$ cat config.mk
export PLATFORM = sky130hd
export DESIGN_NAME = controle_exibicao_sequencia_flat
export DESIGN_NICKNAME = d
export VERILOG_FILES = /design/src/rtl/controle_exibicao_sequencia_pkg.sv /design/src/rtl/controle_exibicao_sequencia_if.sv /design/src/rtl/controle_exibicao_sequencia_contador_tempo.sv /design/src/rtl/controle_exibicao_sequencia.sv /design/src/flat_wrapper.sv
export SDC_FILE = /design/constraint.sdc
export NUM_CORES = 1
export LEC_CHECK = 0
export CORE_MARGIN = 1
export CORE_UTILIZATION = 44
export DETAILED_ROUTE_END_ITERATION = 12
export GPL_ROUTABILITY_DRIVEN = 0
export PLACE_DENSITY = 0.77
export REMOVE_ABC_BUFFERS = 1
export SKIP_CTS_REPAIR_TIMING = 1
export SLEW_MARGIN = 20
export SYNTH_ARGS = -nofsm -noshare
export SYNTH_HDL_FRONTEND = slang
export SYNTH_SLANG_ARGS = --single-unit
$ cat constraint.sdc
create_clock -name clock -period 2.2 [get_ports clock]
set_clock_uncertainty 0.1 [all_clocks]
set_input_delay 0.44 -clock clock [delete_from_list [all_inputs] [get_ports clock]]
set_output_delay 0.44 -clock clock [all_outputs]
set_load 0.05 [all_outputs]
$ cat src/rtl/controle_exibicao_sequencia_pkg.sv
`default_nettype none
// ============================================================================
//  Module      : controle_exibicao_sequencia_pkg
//  Description : State codes of the show-sequence controller and their
//                mapping to the 4-bit code shown on the 7-segment debug digit.
//  Revision    : 1.0 - initial release
// ============================================================================
package controle_exibicao_sequencia_pkg;

    localparam int c_LARGURA_ESTADO = 4;
    localparam int c_LARGURA_LEDS   = 4;

    // Codes 5..15 are unused; the FSM sends any of them back to INICIAL.
    typedef enum logic [c_LARGURA_ESTADO-1:0] {
        INICIAL = 4'd0,
        CARREGA = 4'd1,
        ACESO   = 4'd2,
        APAGADO = 4'd3,
        FIM     = 4'd4
    } estado_t;

    // The debug digit shows the raw state code, so estado7seg decodes 0..4.
    function automatic logic [c_LARGURA_ESTADO-1:0] codigo_debug(input estado_t estado);
        return estado;
    endfunction

endpackage
`default_nettype wire

$ cat src/rtl/controle_exibicao_sequencia_if.sv
`default_nettype none
// ============================================================================
//  Module      : controle_exibicao_sequencia_if
//  Description : Bundle between the control unit / sequence memory side
//                (master) and the show-sequence controller (slave).
//  Revision    : 1.0 - initial release
// ============================================================================
interface controle_exibicao_sequencia_if #(
    parameter int LARGURA_END = 4
);
    logic                   iniciar;
    logic                   cancelar;
    logic [LARGURA_END-1:0] limite;
    logic [3:0]             dado_memoria;
    logic [LARGURA_END-1:0] endereco;
    logic [3:0]             leds;
    logic                   exibindo;
    logic                   pronto;
    logic [3:0]             db_estado;

    modport master (
        output iniciar, cancelar, limite, dado_memoria,
        input  endereco, leds, exibindo, pronto, db_estado
    );

    modport slave (
        input  iniciar, cancelar, limite, dado_memoria,
        output endereco, leds, exibindo, pronto, db_estado
    );
endinterface
`default_nettype wire

$ cat src/rtl/controle_exibicao_sequencia_contador_tempo.sv
`default_nettype none
// ============================================================================
//  Module      : contador_tempo
//  Description : Modulo-M cycle counter. Counts while conta is high, clears
//                on zera, flags fim while the count sits at M-1.
//  Revision    : 1.0 - initial release
// ============================================================================
module contador_tempo
    import controle_exibicao_sequencia_pkg::*;
#(
    parameter int M = 2
) (
    input  wire logic clock,
    input  wire logic reset,
    input  wire logic zera,
    input  wire logic conta,
    output logic      fim
);
    // M=1 still needs a 1-bit register; the count then never leaves 0.
    localparam int                   c_LARGURA = (M > 1) ? $clog2(M) : 1;
    localparam logic [c_LARGURA-1:0] c_ULTIMO  = c_LARGURA'(M - 1);

    logic [c_LARGURA-1:0] r_contagem;

    // Count register: clear has priority, wraps to 0 after M-1 so it never overflows.
    always_ff @(posedge clock or negedge reset) begin
        if (!reset) begin
            r_contagem <= '0;
        end else if (zera) begin
            r_contagem <= '0;
        end else if (conta) begin
            r_contagem <= (r_contagem == c_ULTIMO) ? '0 : r_contagem + 1'b1;
        end
    end

    assign fim = (r_contagem == c_ULTIMO);

endmodule
`default_nettype wire

$ cat src/rtl/controle_exibicao_sequencia.sv
`default_nettype none
// ============================================================================
//  Module      : controle_exibicao_sequencia
//  Description : Show-sequence sequencer of the memory game. Walks memory
//                from address 0 to the latched round limit, lighting each
//                entry for TEMPO_ACESO cycles followed by a TEMPO_APAGADO gap,
//                then pulses pronto.
//  Revision    : 1.0 - initial release
// ============================================================================
module controle_exibicao_sequencia
    import controle_exibicao_sequencia_pkg::*;
#(
    parameter int TEMPO_ACESO   = 1000,
    parameter int TEMPO_APAGADO = 500,
    parameter int LARGURA_END   = 4
) (
    input  wire logic                    clock,
    input  wire logic                    reset,
    controle_exibicao_sequencia_if.slave bus
);

    estado_t                r_estado;
    estado_t                w_prox_estado;
    logic [LARGURA_END-1:0] r_endereco;
    logic [LARGURA_END-1:0] r_limite;
    logic [3:0]             r_leds;

    logic w_zera_aceso;
    logic w_conta_aceso;
    logic w_fim_aceso;
    logic w_zera_apagado;
    logic w_conta_apagado;
    logic w_fim_apagado;

    // The comparison precedes the increment, so the address stops at the
    // limit and never wraps even when the limit is the last address.
    logic w_ultima_entrada;
    assign w_ultima_entrada = (r_endereco == r_limite);

    contador_tempo #(.M(TEMPO_ACESO)) u_tempo_aceso (
        .clock (clock),
        .reset (reset),
        .zera  (w_zera_aceso),
        .conta (w_conta_aceso),
        .fim   (w_fim_aceso)
    );

    contador_tempo #(.M(TEMPO_APAGADO)) u_tempo_apagado (
        .clock (clock),
        .reset (reset),
        .zera  (w_zera_apagado),
        .conta (w_conta_apagado),
        .fim   (w_fim_apagado)
    );

    // State register.
    always_ff @(posedge clock or negedge reset) begin
        if (!reset) begin
            r_estado <= INICIAL;
        end else begin
            r_estado <= w_prox_estado;
        end
    end

    // Next-state and timer control; cancelar overrides everything, iniciar included.
    always_comb begin
        w_prox_estado   = r_estado;
        w_zera_aceso    = 1'b0;
        w_conta_aceso   = 1'b0;
        w_zera_apagado  = 1'b0;
        w_conta_apagado = 1'b0;

        if (bus.cancelar) begin
            w_prox_estado  = INICIAL;
            w_zera_aceso   = 1'b1;
            w_zera_apagado = 1'b1;
        end else begin
            case (r_estado)
                INICIAL: begin
                    w_zera_aceso   = 1'b1;
                    w_zera_apagado = 1'b1;
                    if (bus.iniciar) begin
                        w_prox_estado = CARREGA;
                    end
                end
                CARREGA: begin
                    w_zera_aceso   = 1'b1;
                    w_zera_apagado = 1'b1;
                    w_prox_estado  = ACESO;
                end
                ACESO: begin
                    w_conta_aceso = 1'b1;
                    if (w_fim_aceso) begin
                        w_zera_aceso  = 1'b1;
                        w_prox_estado = APAGADO;
                    end
                end
                APAGADO: begin
                    w_conta_apagado = 1'b1;
                    if (w_fim_apagado) begin
                        w_zera_apagado = 1'b1;
                        w_prox_estado  = w_ultima_entrada ? FIM : CARREGA;
                    end
                end
                FIM: begin
                    w_prox_estado = INICIAL;
                end
                default: begin
                    w_zera_aceso   = 1'b1;
                    w_zera_apagado = 1'b1;
                    w_prox_estado  = INICIAL;
                end
            endcase
        end
    end

    // Address, latched limit and latched LED pattern.
    always_ff @(posedge clock or negedge reset) begin
        if (!reset) begin
            r_endereco <= '0;
            r_limite   <= '0;
            r_leds     <= '0;
        end else if (bus.cancelar) begin
            r_endereco <= '0;
            r_leds     <= '0;
        end else begin
            case (r_estado)
                INICIAL: begin
                    if (bus.iniciar) begin
                        r_endereco <= '0;
                        r_limite   <= bus.limite;
                    end
                end
                CARREGA: begin
                    r_leds <= bus.dado_memoria;
                end
                APAGADO: begin
                    if (w_fim_apagado && !w_ultima_entrada) begin
                        r_endereco <= r_endereco + 1'b1;
                    end
                end
                default: begin
                end
            endcase
        end
    end

    // Outputs depend only on state and registers; no input reaches them directly.
    assign bus.endereco  = r_endereco;
    assign bus.leds      = (r_estado == ACESO) ? r_leds : 4'b0000;
    assign bus.exibindo  = (r_estado != INICIAL) && (r_estado != FIM);
    assign bus.pronto    = (r_estado == FIM);
    assign bus.db_estado = codigo_debug(r_estado);

endmodule
`default_nettype wire

$ cat src/flat_wrapper.sv
// flat-port wrapper written by rule: the top's interface ports become plain ports
module controle_exibicao_sequencia_flat import controle_exibicao_sequencia_pkg::*;
#(
    parameter int TEMPO_ACESO   = 1000,
    parameter int TEMPO_APAGADO = 500,
    parameter int LARGURA_END   = 4
)
  (clock, reset, bus_iniciar, bus_cancelar, bus_limite, bus_dado_memoria, bus_endereco, bus_leds, bus_exibindo, bus_pronto, bus_db_estado);
  controle_exibicao_sequencia_if #(.LARGURA_END(LARGURA_END)) bus_i ();
  input  wire logic clock;
  input  wire logic reset;
  input wire logic [$bits(bus_i.iniciar)-1:0] bus_iniciar;
  input wire logic [$bits(bus_i.cancelar)-1:0] bus_cancelar;
  input wire logic [$bits(bus_i.limite)-1:0] bus_limite;
  input wire logic [$bits(bus_i.dado_memoria)-1:0] bus_dado_memoria;
  output wire logic [$bits(bus_i.endereco)-1:0] bus_endereco;
  output wire logic [$bits(bus_i.leds)-1:0] bus_leds;
  output wire logic [$bits(bus_i.exibindo)-1:0] bus_exibindo;
  output wire logic [$bits(bus_i.pronto)-1:0] bus_pronto;
  output wire logic [$bits(bus_i.db_estado)-1:0] bus_db_estado;
  assign bus_i.iniciar = bus_iniciar;
  assign bus_i.cancelar = bus_cancelar;
  assign bus_i.limite = bus_limite;
  assign bus_i.dado_memoria = bus_dado_memoria;
  assign bus_endereco = bus_i.endereco;
  assign bus_leds = bus_i.leds;
  assign bus_exibindo = bus_i.exibindo;
  assign bus_pronto = bus_i.pronto;
  assign bus_db_estado = bus_i.db_estado;
  controle_exibicao_sequencia #(.TEMPO_ACESO(TEMPO_ACESO), .TEMPO_APAGADO(TEMPO_APAGADO), .LARGURA_END(LARGURA_END)) u_core (.clock(clock), .reset(reset), .bus(bus_i));
endmodule
Yosys cells after proc, flatten, opt, wreduce, memory -nomap -nowiden
Index checks and enable logic that the tools add are counted.
{"block": "word_totals", "register_bits": 35, "latchBits": 0, "ramBits": 0, "romBits": 0, "in_bits": 12, "output_inout_bits": 14, "wordCells": 65, "mem_count": 0}
{"block": "op_classes", "addsub": 3, "n_mul": 0, "div_mod_pow": 0, "magnitude_cmp": 0, "n_eq_ne": 12, "shift": 0, "mux": 29, "bitwise_logic": 1, "n_reduce_logical": 14}
{"operator": "$mux 4", "n": 10}
{"operator": "$mux 10", "n": 3}
{"operator": "$mux 9", "n": 3}
{"operator": "$pmux 4 s4", "n": 1}
{"operator": "$add 10x1->10 const B", "n": 1}
{"operator": "$eq 10x10->1 const B", "n": 1}
{"operator": "$add 9x1->9 const B", "n": 1}
{"operator": "$eq 9x9->1 const B", "n": 1}
{"operator": "$reduce_and 3->1", "n": 3}
{"operator": "$eq 4x2->1 const B", "n": 2}
{"operator": "$mux 1", "n": 8}
{"operator": "$pmux 4 s2", "n": 1}
{"operator": "$ne 3x2->1 const B", "n": 2}
{"operator": "$ne 3x3->1 const B", "n": 2}
{"operator": "$reduce_bool 2->1", "n": 3}
{"operator": "$add 4x1->4 const B", "n": 1}
{"operator": "$eq 4x1->1 const B", "n": 1}
{"operator": "$eq 4x3->1 const B", "n": 1}
{"operator": "$eq 4x4->1", "n": 1}
{"operator": "$logic_not 4->1", "n": 1}
{"operator": "$ne 4x3->1 const B", "n": 1}
{"operator": "$pmux 1 s2", "n": 2}
{"operator": "$reduce_bool 4->1", "n": 1}
{"operator": "$reduce_or 2->1", "n": 2}
{"operator": "5 further kinds", "n": 6}

Longest topological paths before layout
{"block": "logic_depth", "depth_word": 6, "depth_mapped": 7}

Cells and area by module
Synthesis repeated with hierarchy kept, for this count alone.
{"block": "hier_totals", "hier_cells": 205, "area_unflattened_um2": 2030.7}
{"module": "controle_exibicao_sequencia", "n_inst": 1, "cells_each": 94, "area_per_inst_um2": 928.4, "seq_area_each_um2": 375.4}
{"module": "contador_tempo (u_core.u_tempo_aceso)", "n_inst": 1, "cells_each": 57, "area_per_inst_um2": 574.3, "seq_area_each_um2": 250.2}
{"module": "contador_tempo (u_core.u_tempo_apagado)", "n_inst": 1, "cells_each": 54, "area_per_inst_um2": 528.0, "seq_area_each_um2": 225.2}

Worst setup path before layout
No wires, ideal clock.
{"block": "synth_timing", "path_kind": "register to register", "from": "register u_core.r_estado[1] (netlist: u_core.bus.db_estado[1])", "to": "register u_core.r_endereco[3] (netlist: u_core.bus.endereco[3])", "setup_ns": 0.069, "t_arrival_ns": 2.317, "t_required_ns": 2.031, "setup_slack_ns": -0.286, "stages_incl_launch_ff": 7, "n_path_buf": 1, "path_cell_list": "dfrtp_1 > buf_6 > or2_1 > o311ai_1 > o211ai_1 > or4_1 > nand3_1"}
{"block": "synth_via", "elab_chain_len": 3, "word_cells_on_any_way": 8, "cone_classes": "3 x eq/ne; 2 x mux; 3 x reduce/logical"}
{"element": "start: declaration", "line_no": "controle_exibicao_sequencia.sv:22", "source": "estado_t r_estado;"}
{"element": "start signal: assignment", "line_no": "controle_exibicao_sequencia.sv:61", "source": "r_estado <= w_prox_estado;"}
{"element": "$eq 4x2->1 or $logic_not 4->1 (tied branches)", "line_no": "controle_exibicao_sequencia.sv:127", "source": "case (r_estado)"}
{"element": "$ne 3x2->1 (no source line), or another cell as far along"}
{"element": "$reduce_and 3->1 (no source line) or $mux 4 (tied branches)"}
{"element": "end signal: assignment", "line_no": "controle_exibicao_sequencia.sv:139", "source": "r_endereco <= r_endereco + 1'b1;"}
{"element": "end: declaration", "line_no": "controle_exibicao_sequencia.sv:24", "source": "logic [LARGURA_END-1:0] r_endereco;"}
Several ways; a longest one is shown, not always the timed one.
A chain may end at the register's enable or synchronous reset.

Worst setup path after layout
{"block": "layout_timing", "from": "register u_core.r_endereco[0] (netlist: u_core.bus.endereco[0])", "to": "output port bus_endereco[0]"}
{"element": "end: declaration", "line_no": "flat_wrapper.sv:16", "source": "output wire logic [$bits(bus_i.endereco)-1:0] bus_endereco;"}
No word-level cell between the ends.

==> summary.md <==
| Metric | Value |
|---|---|
| Vias in the first global route | `approximately 1400` |
| Hold Startpoint | `u_core.u_tempo_apagado.r_contagem[8]` |
| Crit path time final | `roughly 2.1 ns` |
| #FFs+latches synth | `34` |
| Worst skew pair latency | `0.29 ns` |
| Cells after Synth | `187` |
| CP max stage cell | `clkdlybuf4s50_1` |
| Crit Path Category | `register to output pin` |
| Nets@finish | `~240` |
| DIE AREA | `0.00441 mm^2` |
| Clock Tree Root | `clkbuf_8` |
| Num ports | `26` |
| Congestion Overflow GR | `0` |
| Starting Density | `a little under half` |
| R2R Setup Slk | `approximately 0.11 ns` |
| Port-buffer cells | `24` |
| Sequential area share after synthesis | `a little under half` |
| GR Util All Layers | `around a fifth` |
| CTS max path bufs | `2` |
| Synth async-reset ratio | `100%` |
| H-Tree Depth | `2` |
| Total power | `approximately 1.7 mW` |
| CTS buffer count | `5` |
| Final Cycle Share | `between 90% and 100%` |
| Final Setup Violations | `0` |
| CP Capture Type | `output pin` |
| DRT iter0 DRCs | `between 90 and 100` |
| Initial antenna violation count | `0` |
| CTS tree | `yes` |
| Area of the core | `about 0.004 mm^2` |
| Final hold viol count | `0` |
| Worst-path clk slew | `0.07 ns` |
| Largest net degree at the start of global routing | `35` |
| Number of synthesized flops with an enable pin | `0` |
| Avg WL per Cell | `about 14 um` |
| Slew headroom | `roughly 66%` |
| Worst-path maximum fanout | `6` |
| Filler instances | `362` |
| Fin. max-slew vios | `0` |
| Mapped Area | `approximately 0.0018 mm^2` |
| Total vias in the final route | `roughly 1500` |
| Site Rows | `23` |
| Crit path from | `u_core.bus.endereco[0]` |
| Antenna cells | `0` |
| DR DRC count | `0` |
| Worst-path cell chain | `clkdlybuf4s50_1` |
| Hold WS | `~0.40 ns` |
| Clock Sinks | `34` |
| Status | `complete, no violations` |
| Logic pwr share | `27.3%` |
| Worst hold path type | `register to register` |
| Syn_area_per_cell | `just under 10 um^2` |
| Sw Ratio | `slightly above 30%` |
| Reg-to-Reg Start | `u_core.bus.db_estado[1]` |
| Sw Pwr | `between 0.5 and 0.6 mW` |
| Dpl hpwl | `~2.8 mm` |
| Worst EP required | `1.66 ns` |
| First-pass GRT wire length | `~6.1 mm` |
| Top FF cell, synth | `dfrtp_1` |
| Share of cells above drive strength 1 | `between 10% and 20%` |
| Maximum clock frequency | `around 470 MHz` |
| Netlist cell types | `42` |
| Die Ht | `~66 um` |
| Yosys warns | `0` |
| Clock share of power | `between 20% and 30%` |
| Worst Path Arrival | `about 1.6 ns` |
| Crit path max-delay family | `buffers and inverters` |
| Flop pwr share | `43.6%` |
| Internal power | `1.14 mW` |
| Worst VDD drop | `0.451 mV` |
| Max-cap violations | `0` |
| CP Launch Type | `register` |
| Die Wd | `between 60 and 70 um` |
| Power Density | `around 710 mW/mm^2` |
| Vias per cell | `roughly 5.2` |
| Leak pwr | `1.04 nW` |
| DRT Pass-1 Iters | `4` |
| Area Growth Syn to Fin | `28.5%` |
| Max incr delay on CP | `around 0.85 ns` |
| Post-Route WL | `around 3.8 mm` |
| Final antenna-violating net count | `0` |
| Worst-Margin Slew | `~0.51 ns` |
| Crit path buf inv count | `1` |
==> through the flow <==
stage	setup TNS (ns)	setup WS, ns	cell area, um^2	util (%)	instances
after floorplan	-0.780	-0.258	1760	-	179
after global placement	-0.399	-0.0789	2240	56.1	271
after detailed placement	-0.590	-0.126	2240	56.1	271
after CTS	-0.325	-0.0883	2330	58.4	279
after global routing	-0.00528	-0.00528	2340	58.6	279
final	0	0.0569	2340	58.6	279
==> cell usage in the layout (no fill, tap or decap), types with 2 or more instances in the layout <==
master / n
a21oi_1: 2
nand3_1: 9
nor3_1: 2
or4_1: 3
xnor2_1: 9
nand3b_1: 2
and3_1: 6
nand4_1: 4
buf_4: 21
and2_1: 5
clkbuf_8: 6
mux2i_1: 4
nand2_1: 14
clkdlybuf4s50_1: 15
a21o_1: 3
nor2_1: 19
dfrtp_1: 34
mux2_2: 4
buf_12: 5
ha_1: 3
nand2b_1: 4
o21ai_0: 17
xor2_1: 5
o311ai_1: 2
nor2b_1: 2
nor3b_1: 3
o31ai_1: 2
inv_1: 6
==> flip-flops by register name, indices dropped and copies added (netlist names) <==
name and flops:
u_core.u_tempo_apagado.r_contagem 9, u_core.u_tempo_aceso.r_contagem 10, u_core.bus.endereco 4, u_core.r_limite 4, u_core.r_leds 4, u_core.bus.db_estado 3
==> worst paths after layout <==
kind	end	cells past startpoint
worst min-delay path	u_core.u_tempo_apagado.r_contagem[8]	1
worst max register to register	u_core.u_tempo_aceso.r_contagem[7]	4
min in group asynchronous	u_core.u_tempo_aceso.r_contagem[8]	2
worst min register to register	u_core.u_tempo_apagado.r_contagem[8]	1
max in group asynchronous	u_core.u_tempo_apagado.r_contagem[7]	2
worst max-delay path	bus_endereco[0]	1
==> synth_stat cells (all sizes together) (2+ instances only) <==
cell type	number	area share, %
a21o	3	1.2
a21oi	2	0.55
and2	5	1.7
and3	6	2.1
buf	6	2.9
clkbuf	2	0.41
dfrtp	34	47
ha	3	2.1
inv	6	1.2
mux2	4	2.5
mux2i	4	2.2
nand2	14	2.9
nand2b	4	1.4
nand3	9	2.5
nand3b	2	0.82
nand4	4	1.4
nor2	20	4.1
nor2b	2	0.69
nor3	2	0.55
nor3b	3	1.2
o21ai	18	4.9
o311ai	2	0.96
o31ai	2	0.82
or3b	2	1.1
or4	3	1.2
xnor2	9	4.3
xor2	5	2.4
==> area by class of cell <==
| class | instances | area, um^2 | share of cell area, % |
|---|---|---|---|
| multi-input cells | 139 | 897 | 38.3 |
| flip-flops and latches | 34 | 851 | 36.3 |
| repair buffers | 42 | 420 | 17.9 |
| clock buffers | 7 | 86.3 | 3.68 |
| well taps | 50 | 62.6 | 2.67 |
| inverters | 6 | 22.5 | 0.961 |
| clock inverters | 1 | 5.00 | 0.213 |
==> power by group through the flow <==
stage,Sequential [mW],Clock [mW],Combinational (mW)
4_1_cts,0.722,0.490,0.449
3_5_place_dp,0.734,0,0.447
3_3_place_gp,0.733,0,0.437
5_1_grt,0.731,0.518,0.488
2_1_floorplan,0.771,0,0.221
6_report,0.721,0.481,0.453
==> routing by layer <==
| layer | global-route usage [%] | up-vias | routed length [um] |
|---|---|---|---|
| met3 | 4.66 | 5 | 107 |
| li1 | - | 738 | - |
| met1 | 23.3 | 697 | 1770 |
| met4 | 9.57 | 0 | 57 |
| met2 | 30.4 | 18 | 1880 |
| met5 | 0 | - | 0 |
==> cell families (layout without fill, tap and decap cells) <==
family / after synthesis / after routing / synth area share [%]
and+or+nand+nor: 81 / 81 / 24.1
DFF: 34 / 34 / 46.6
AOI/OAI and AO/OA: 32 / 32 / 11.0
xor gates and xnor gates: 14 / 14 / 6.72
buffers and inverters: 14 / 56 / 4.59
muxes: 8 / 8 / 4.66
adders and majority gates: 3 / 3 / 2.06
other: 1 / 1 / 0.206
(Power assumes the default switching activity.)
